`config.mk`:
```
export PLATFORM = sky130hd
export DESIGN_NAME = alu_bist_ctrl
export DESIGN_NICKNAME = d
export VERILOG_FILES = /design/src/rtl/alu_bist_ctrl_pkg.sv /design/src/rtl/alu_bist_ctrl_lfsr.sv /design/src/rtl/alu_bist_ctrl.sv
export SDC_FILE = /design/constraint.sdc
export NUM_CORES = 1
export LEC_CHECK = 0
export CAP_MARGIN = 10
export CORE_UTILIZATION = 40
export CTS_CLUSTER_DIAMETER = 50
export DETAILED_ROUTE_END_ITERATION = 6
export GPL_ROUTABILITY_DRIVEN = 0
export PLACE_DENSITY = 0.72
export SLEW_MARGIN = 20
export SYNTH_ARGS = -nofsm -noshare
export SYNTH_HDL_FRONTEND = slang
export SYNTH_SLANG_ARGS = --single-unit
```
`constraint.sdc`:
```
create_clock -name clk -period 3.4 [get_ports clk]
set_input_delay 0.68 -clock clk [delete_from_list [all_inputs] [get_ports clk]]
set_output_delay 0.68 -clock clk [all_outputs]
set_load 0.1 [all_outputs]
```
`src/rtl/alu_bist_ctrl_pkg.sv`:
```
// Shared definitions for the ALU self-test controller.
// Holds the FSM state encoding, the LFSR geometry and the ALU width
// defaults used by both the controller and its LFSR.
package alu_bist_ctrl_pkg;

    typedef enum logic [1:0] {
        ST_IDLE  = 2'd0,
        ST_APPLY = 2'd1,
        ST_CHECK = 2'd2,
        ST_DONE  = 2'd3
    } bist_state_t;

    // x^33 + x^20 + 1, Fibonacci form: feedback = q[32] ^ q[19]
    localparam int LFSR_W     = 33;
    localparam int LFSR_TAP_A = 32;
    localparam int LFSR_TAP_B = 19;

    localparam logic [LFSR_W-1:0] LFSR_SEED_DEF = 33'h1_ACE1_BEEF;

    localparam int ALU_WIDTH = 16;
    localparam int ALU_OP_W  = 3;

endpackage

```
`src/rtl/alu_bist_ctrl_lfsr.sv`:
```
// 33-bit Fibonacci LFSR that sources the BIST operand vectors.
// Ports:
//   clk, rst_n : clock, async active-low reset (resets q to SEED)
//   load       : q <= seed (wins over step)
//   step       : shift left one position, new bit0 = q[32] ^ q[19]
//   seed       : value loaded on load
//   q          : current LFSR state
module bist_lfsr33
    import alu_bist_ctrl_pkg::*;
#(
    parameter logic [LFSR_W-1:0] SEED = LFSR_SEED_DEF
) (
    input  logic              clk,
    input  logic              rst_n,
    input  logic              load,
    input  logic              step,
    input  logic [LFSR_W-1:0] seed,
    output logic [LFSR_W-1:0] q
);

    always_ff @(posedge clk or negedge rst_n) begin
        if (!rst_n) begin
            q <= SEED;
        end else if (load) begin
            q <= seed;
        end else if (step) begin
            q <= {q[LFSR_W-2:0], q[LFSR_TAP_A] ^ q[LFSR_TAP_B]};
        end
    end

endmodule

```
`src/rtl/alu_bist_ctrl.sv`:
```
// On-chip self-test controller for a reference/DUT ALU pair.
// Drives one pseudo-random {a, b, cin} vector per APPLY/CHECK pair to both
// ALUs, sweeping every operator VEC_PER_OP times, and compares result word,
// zero flag and negative flag.
// Ports:
//   clk, rst_n, start, abort           : control
//   alu_a/alu_b/alu_cin/alu_op         : shared vector to both ALUs
//   ref_w/z/n, dut_w/z/n               : ALU responses
//   busy, done, pass, err_count        : run status
//   fail_valid, fail_op/a/b/cin        : first failing vector
//
// state | meaning
// IDLE  | waiting for start
// APPLY | register next vector onto alu_*
// CHECK | ALUs settled; compare at closing edge, step LFSR/counters
// DONE  | sweep complete, results held until next start
module alu_bist_ctrl
    import alu_bist_ctrl_pkg::*;
#(
    parameter int                WIDTH      = ALU_WIDTH,
    parameter int                OP_W       = ALU_OP_W,
    parameter int                VEC_PER_OP = 10,
    parameter logic [LFSR_W-1:0] SEED       = LFSR_SEED_DEF
) (
    input  logic             clk,
    input  logic             rst_n,
    input  logic             start,
    input  logic             abort,
    output logic [WIDTH-1:0] alu_a,
    output logic [WIDTH-1:0] alu_b,
    output logic             alu_cin,
    output logic [OP_W-1:0]  alu_op,
    input  logic [WIDTH-1:0] ref_w,
    input  logic [WIDTH-1:0] dut_w,
    input  logic             ref_z,
    input  logic             dut_z,
    input  logic             ref_n,
    input  logic             dut_n,
    output logic             busy,
    output logic             done,
    output logic             pass,
    output logic [15:0]      err_count,
    output logic             fail_valid,
    output logic [OP_W-1:0]  fail_op,
    output logic [WIDTH-1:0] fail_a,
    output logic [WIDTH-1:0] fail_b,
    output logic             fail_cin
);

    localparam int               VEC_W    = $clog2(VEC_PER_OP);
    localparam logic [VEC_W-1:0] VEC_LAST = VEC_W'(VEC_PER_OP - 1);
    localparam logic [OP_W-1:0]  OP_LAST  = {OP_W{1'b1}};

    bist_state_t       state;
    logic [OP_W-1:0]   op_cnt;
    logic [VEC_W-1:0]  vec_cnt;
    logic [LFSR_W-1:0] lfsr;

    logic        mismatch;
    logic [15:0] err_next;
    logic        last_vec;
    logic        start_ok;
    logic        lfsr_step;

    always_comb begin
        mismatch  = (ref_w != dut_w) || (ref_z != dut_z) || (ref_n != dut_n);
        err_next  = err_count;
        if (mismatch && (err_count != 16'hFFFF)) begin
            err_next = err_count + 16'd1;
        end
        last_vec  = (vec_cnt == VEC_LAST) && (op_cnt == OP_LAST);
        // abort outranks both start and the CHECK-edge update
        start_ok  = start && !abort && ((state == ST_IDLE) || (state == ST_DONE));
        lfsr_step = !abort && (state == ST_CHECK);
    end

    bist_lfsr33 #(.SEED(SEED)) u_lfsr (
        .clk   (clk),
        .rst_n (rst_n),
        .load  (start_ok),
        .step  (lfsr_step),
        .seed  (SEED),
        .q     (lfsr)
    );

    always_ff @(posedge clk or negedge rst_n) begin
        if (!rst_n) begin
            state      <= ST_IDLE;
            op_cnt     <= '0;
            vec_cnt    <= '0;
            alu_a      <= '0;
            alu_b      <= '0;
            alu_cin    <= 1'b0;
            alu_op     <= '0;
            busy       <= 1'b0;
            done       <= 1'b0;
            pass       <= 1'b0;
            err_count  <= '0;
            fail_valid <= 1'b0;
            fail_op    <= '0;
            fail_a     <= '0;
            fail_b     <= '0;
            fail_cin   <= 1'b0;
        end else if (abort) begin
            // error record is kept for inspection until the next start
            state <= ST_IDLE;
            busy  <= 1'b0;
            done  <= 1'b0;
            pass  <= 1'b0;
        end else begin
            case (state)
                ST_IDLE, ST_DONE: begin
                    if (start) begin
                        state      <= ST_APPLY;
                        busy       <= 1'b1;
                        done       <= 1'b0;
                        pass       <= 1'b0;
                        op_cnt     <= '0;
                        vec_cnt    <= '0;
                        err_count  <= '0;
                        fail_valid <= 1'b0;
                        fail_op    <= '0;
                        fail_a     <= '0;
                        fail_b     <= '0;
                        fail_cin   <= 1'b0;
                    end
                end
                ST_APPLY: begin
                    alu_a   <= lfsr[LFSR_W-1 -: WIDTH];
                    alu_b   <= lfsr[WIDTH:1];
                    alu_cin <= lfsr[0];
                    alu_op  <= op_cnt;
                    state   <= ST_CHECK;
                end
                ST_CHECK: begin
                    err_count <= err_next;
                    if (mismatch && !fail_valid) begin
                        fail_valid <= 1'b1;
                        fail_op    <= alu_op;
                        fail_a     <= alu_a;
                        fail_b     <= alu_b;
                        fail_cin   <= alu_cin;
                    end
                    if (vec_cnt == VEC_LAST) begin
                        vec_cnt <= '0;
                        op_cnt  <= op_cnt + 1'b1;
                    end else begin
                        vec_cnt <= vec_cnt + 1'b1;
                    end
                    if (last_vec) begin
                        state <= ST_DONE;
                        busy  <= 1'b0;
                        done  <= 1'b1;
                        pass  <= (err_next == 16'd0);
                    end else begin
                        state <= ST_APPLY;
                    end
                end
                default: state <= ST_IDLE;
            endcase
        end
    end

endmodule

```
==> flow_metrics.py <==
metrics = {
    "final_layout": {
        "drive_gt1_share_pct": 24.7,
        "multiInputGateArea_um2": 2530,
        "seq_area_um2": 3380,
        "fillers": 1210,
        "antenna_cells": 0,
        "num-nets-final": 731,
        "synthToLayoutAreaGrowth_pct": 33.0,
    },
    "critical_path": {
        "required_ps": 2720,
        "cp_slowest_cell": "clkdlybuf4s50_1",
        "critPathMaxStageDelay_ps": 1170,
        "path_buf_inv": 1,
        "crit_type": "register to output pin",
        "crit_family": "buffers and inverters",
        "start_kind": "register",
        "cp-end-kind": "output pin",
        "crit_chain": "clkdlybuf4s50_1",
        "cp_max_fo": 2,
        "critPathArrivalTime_ps": 1970,
    },
    "sta": {
        "fin_crit_ps": 2650,
        "tightest_slew_ps": 1020,
        "hold_viol_final": 0,
        "fmaxAchievable_mhz": 377,
        "fin_worst_skew_ps": 9.70,
        "fin_tns_setup_ps": 0,
        "period_share_pct": 78.0,
        "finalMaxSlewViolations": 0,
        "rsz0062_at_grt": "false",
        "setup-violations-final": 0,
        "relSlewSlack_pct": 31.5,
        "worst_slack_ps": 747,
    },
    "run_status": {
        "status": "finished, violations left",
        "violations": "design-rule violations",
    },
    "placed_design": {
        "dp_slack_ps": 205,
        "dp_hpwl_um": 9870,
        "portBuffers": 131,
    },
    "global_route": {
        "antenna_found_initial": 0,
        "grt_first_pass_wirelength_um": 23900,
        "gr-total-overflow": 0,
        "grt_usage_pct": 19.1,
        "grt_max_degree": 77,
        "grt_pass1_vias": 4696,
    },
    "logic_synthesis": {
        "synth-seq-area-share_pct": 55.7,
        "synth-async-reset-ratio_pct": 100,
        "yosysWarnings": 0,
        "synth_fp_nets": 600,
        "syn_inst": 552,
        "synthFlopType": "dfrtp_1",
        "synth_cell_type_count": 56,
        "ys_top_cells_by_area": "dfrtp_1, dfstp_2, mux2_2",
        "yosys_register_bits": 134,
        "yosysTopAreaCell": "dfrtp_1",
        "avgSynthCellArea_um2": 11.0,
        "synth.cell_area_um2": 6070,
        "synth_edf_count": 0,
        "synthDominantCellAreaShare_pct": 46.2,
    },
    "power_and_ir_drop": {
        "p_per_area_nw_per_um2": 1030,
        "power_frac_comb_pct": 48.7,
        "clkPwrFrac_pct": 21.5,
        "power_uw": 8280,
        "p_int_uw": 4240,
        "power_leakage_uw": 0.00355,
        "switching_power_uw": 4030,
        "pwr-share-seq_pct": 29.8,
        "max-vdd-ir-drop_mv": 0.493,
        "p_sw_share_pct": 48.7,
    },
    "floorplanning": {
        "die_y_um": 125,
        "coreArea_um2": 14600,
        "die-area_um2": 15700,
        "rows": 44,
        "start_util_pct": 41.4,
        "die_x_um": 125,
        "num_io_pins": 132,
    },
    "run": {
        "drv_cap": 0,
    },
    "cts": {
        "cts.sinks": 134,
        "htree_num_levels": 4,
        "cts_root_buf": "clkbuf_16",
        "clk_latency_ps": 410,
        "clockBufferDepth": 2,
        "cts_hold_buffers": 0,
        "cts_made_buffers": 17,
        "postCtsSetupBuffers": 0,
        "cts.reportedPaths.clkPinSlew_ps": 60,
        "cts-resized-gates": 0,
        "cts_tree": "done",
    },
    "routing": {
        "ant_nets": 0,
        "num_vias": 4713,
        "route.detailed.drc": 2,
        "drtIter0Drc": 359,
        "wire_per_inst_um": 16.3,
        "via_per_inst": 5.36,
        "first_pass_iters": 7,
        "totalWireLength_um": 14300,
    },
    "worst_hold_path": {
        "hp-class": "primary input to asynchronous set/reset pin",
    },
}
## registers in the layout (all words and copies together), names as in the netlist, 2 cells and up
register,count
u_lfsr.q,33
alu_a,16
alu_op,3
fail_a,16
err_count,16
vec_cnt,4
alu_b,16
fail_op,3
state,2
fail_b,16
op_cnt,3
## cell type report
cell class | instances | area share, %
Clock buffer | 25 | 6.01
Tap cell | 184 | 2.85
Multi-Input combinational cell | 376 | 31.4
Inverter | 9 | 0.418
Timing Repair Buffer | 145 | 16.3
Clock inverter | 7 | 1.19
Sequential cell | 134 | 41.9
## worst paths after layout
| path | slack (ps) | from | to | cells after the start |
|---|---|---|---|---|
| max | 750 | fail_a[15]$_DFFE_PN0P_ | fail_a[15] | 1 |
| max reg2reg | 780 | state[0]$_DFFE_PN0P_ | err_count[12]$_DFFE_PN0P_ | 8 |
| min | 280 | rst_n | fail_a[11]$_DFFE_PN0P_ | 1 |
| min in group clk | 480 | u_lfsr.q[11]$_DFFE_PN1P_ | u_lfsr.q[12]$_DFFE_PN1P_ | 2 |
| min reg2reg | 480 | u_lfsr.q[11]$_DFFE_PN1P_ | u_lfsr.q[12]$_DFFE_PN1P_ | 2 |
| max in group asynchronous | 2280 | rst_n | u_lfsr.q[31]$_DFFE_PN1P_ | 2 |
## power groups by stage
stage	Clock (µW)	Sequential (µW)	Combinational, µW
2_1_floorplan	0	4600	921
3_3_place_gp	0	2470	3970
3_5_place_dp	0	2490	4030
4_1_cts	1810	2470	4040
5_1_grt	1890	2540	4200
6_report	1780	2470	4030
## Yosys cell counts (2+ instances only)
cell type and count:
and3_1 3, dfstp_2 22, nor2_1 15, o21ai_0 18, a211oi_1 5, or2_2 5, nand3_1 29, o31ai_1 3
a21oi_1 23, o21ai_1 4, nor4_1 2, mux2i_1 4, nand4_1 13, o22ai_1 3, a31oi_1 9, xor2_1 6
nand2_1 90, nor3_1 2, inv_1 8, dfrtp_1 112, nand2b_1 5, buf_2 6, xnor2_1 23, a22o_1 37
nor3_4 2, mux2_2 35, nor4b_1 2, clkbuf_1 27, o21a_1 2, ha_1 8, and2_1 2, o41ai_1 3
## cells in the final DEF (no fill, tap or decap), types with 4 or more instances in the layout
master           count
a211oi_1             5
a21oi_1             23
a22o_1              37
a31oi_1              9
buf_4               67
clkbuf_1             5
clkbuf_16           17
clkdlybuf4s50_1     75
dfrtp_1            112
dfstp_2             22
ha_1                 8
inv_1                8
mux2_2              35
mux2i_1              4
nand2_1             90
nand2b_1             4
nand3_1             29
nand4_1             13
nor2_1              15
o21ai_0             18
o21ai_1              4
or2_2                5
xnor2_1             23
xor2_1               6
## through the flow
stage          std cells  util (%)  area (µm²)  hold slack (ps)
2_1_floorplan        552         -        6070              384
3_3_place_gp         847      51.0        7460              482
4_1_cts              879      54.9        8050              315
6_report             880      55.1        8070              279
5_1_grt              880      55.1        8070              335
3_5_place_dp         847      51.0        7460              485
## cells by family (layout without fill, tap and decap cells)
family	count (synthesis)	after routing	share of synthesized area, %
AND/OR/NAND/NOR	184	184	15.3
multiplexers	39	39	7.15
buffers and inverters	42	186	2.72
adder cells (fa/ha/maj)	8	8	1.65
XOR/XNOR	29	29	4.18
AO/OA/AOI/OAI	116	116	13.3
flip-flops	134	134	55.7
## routing by layer
| layer | global-route usage, % | vias up | part of all wire [%] |
|---|---|---|---|
| li1 | - | 2237 | - |
| met1 | 25.1 | 2328 | 45 |
| met2 | 30.8 | 124 | 49 |
| met3 | 4.41 | 24 | 4.1 |
| met4 | 7.60 | 0 | 1.8 |
| met5 | 0 | - | 0 |
No activity file was read; power rests on OpenSTA's default activity.
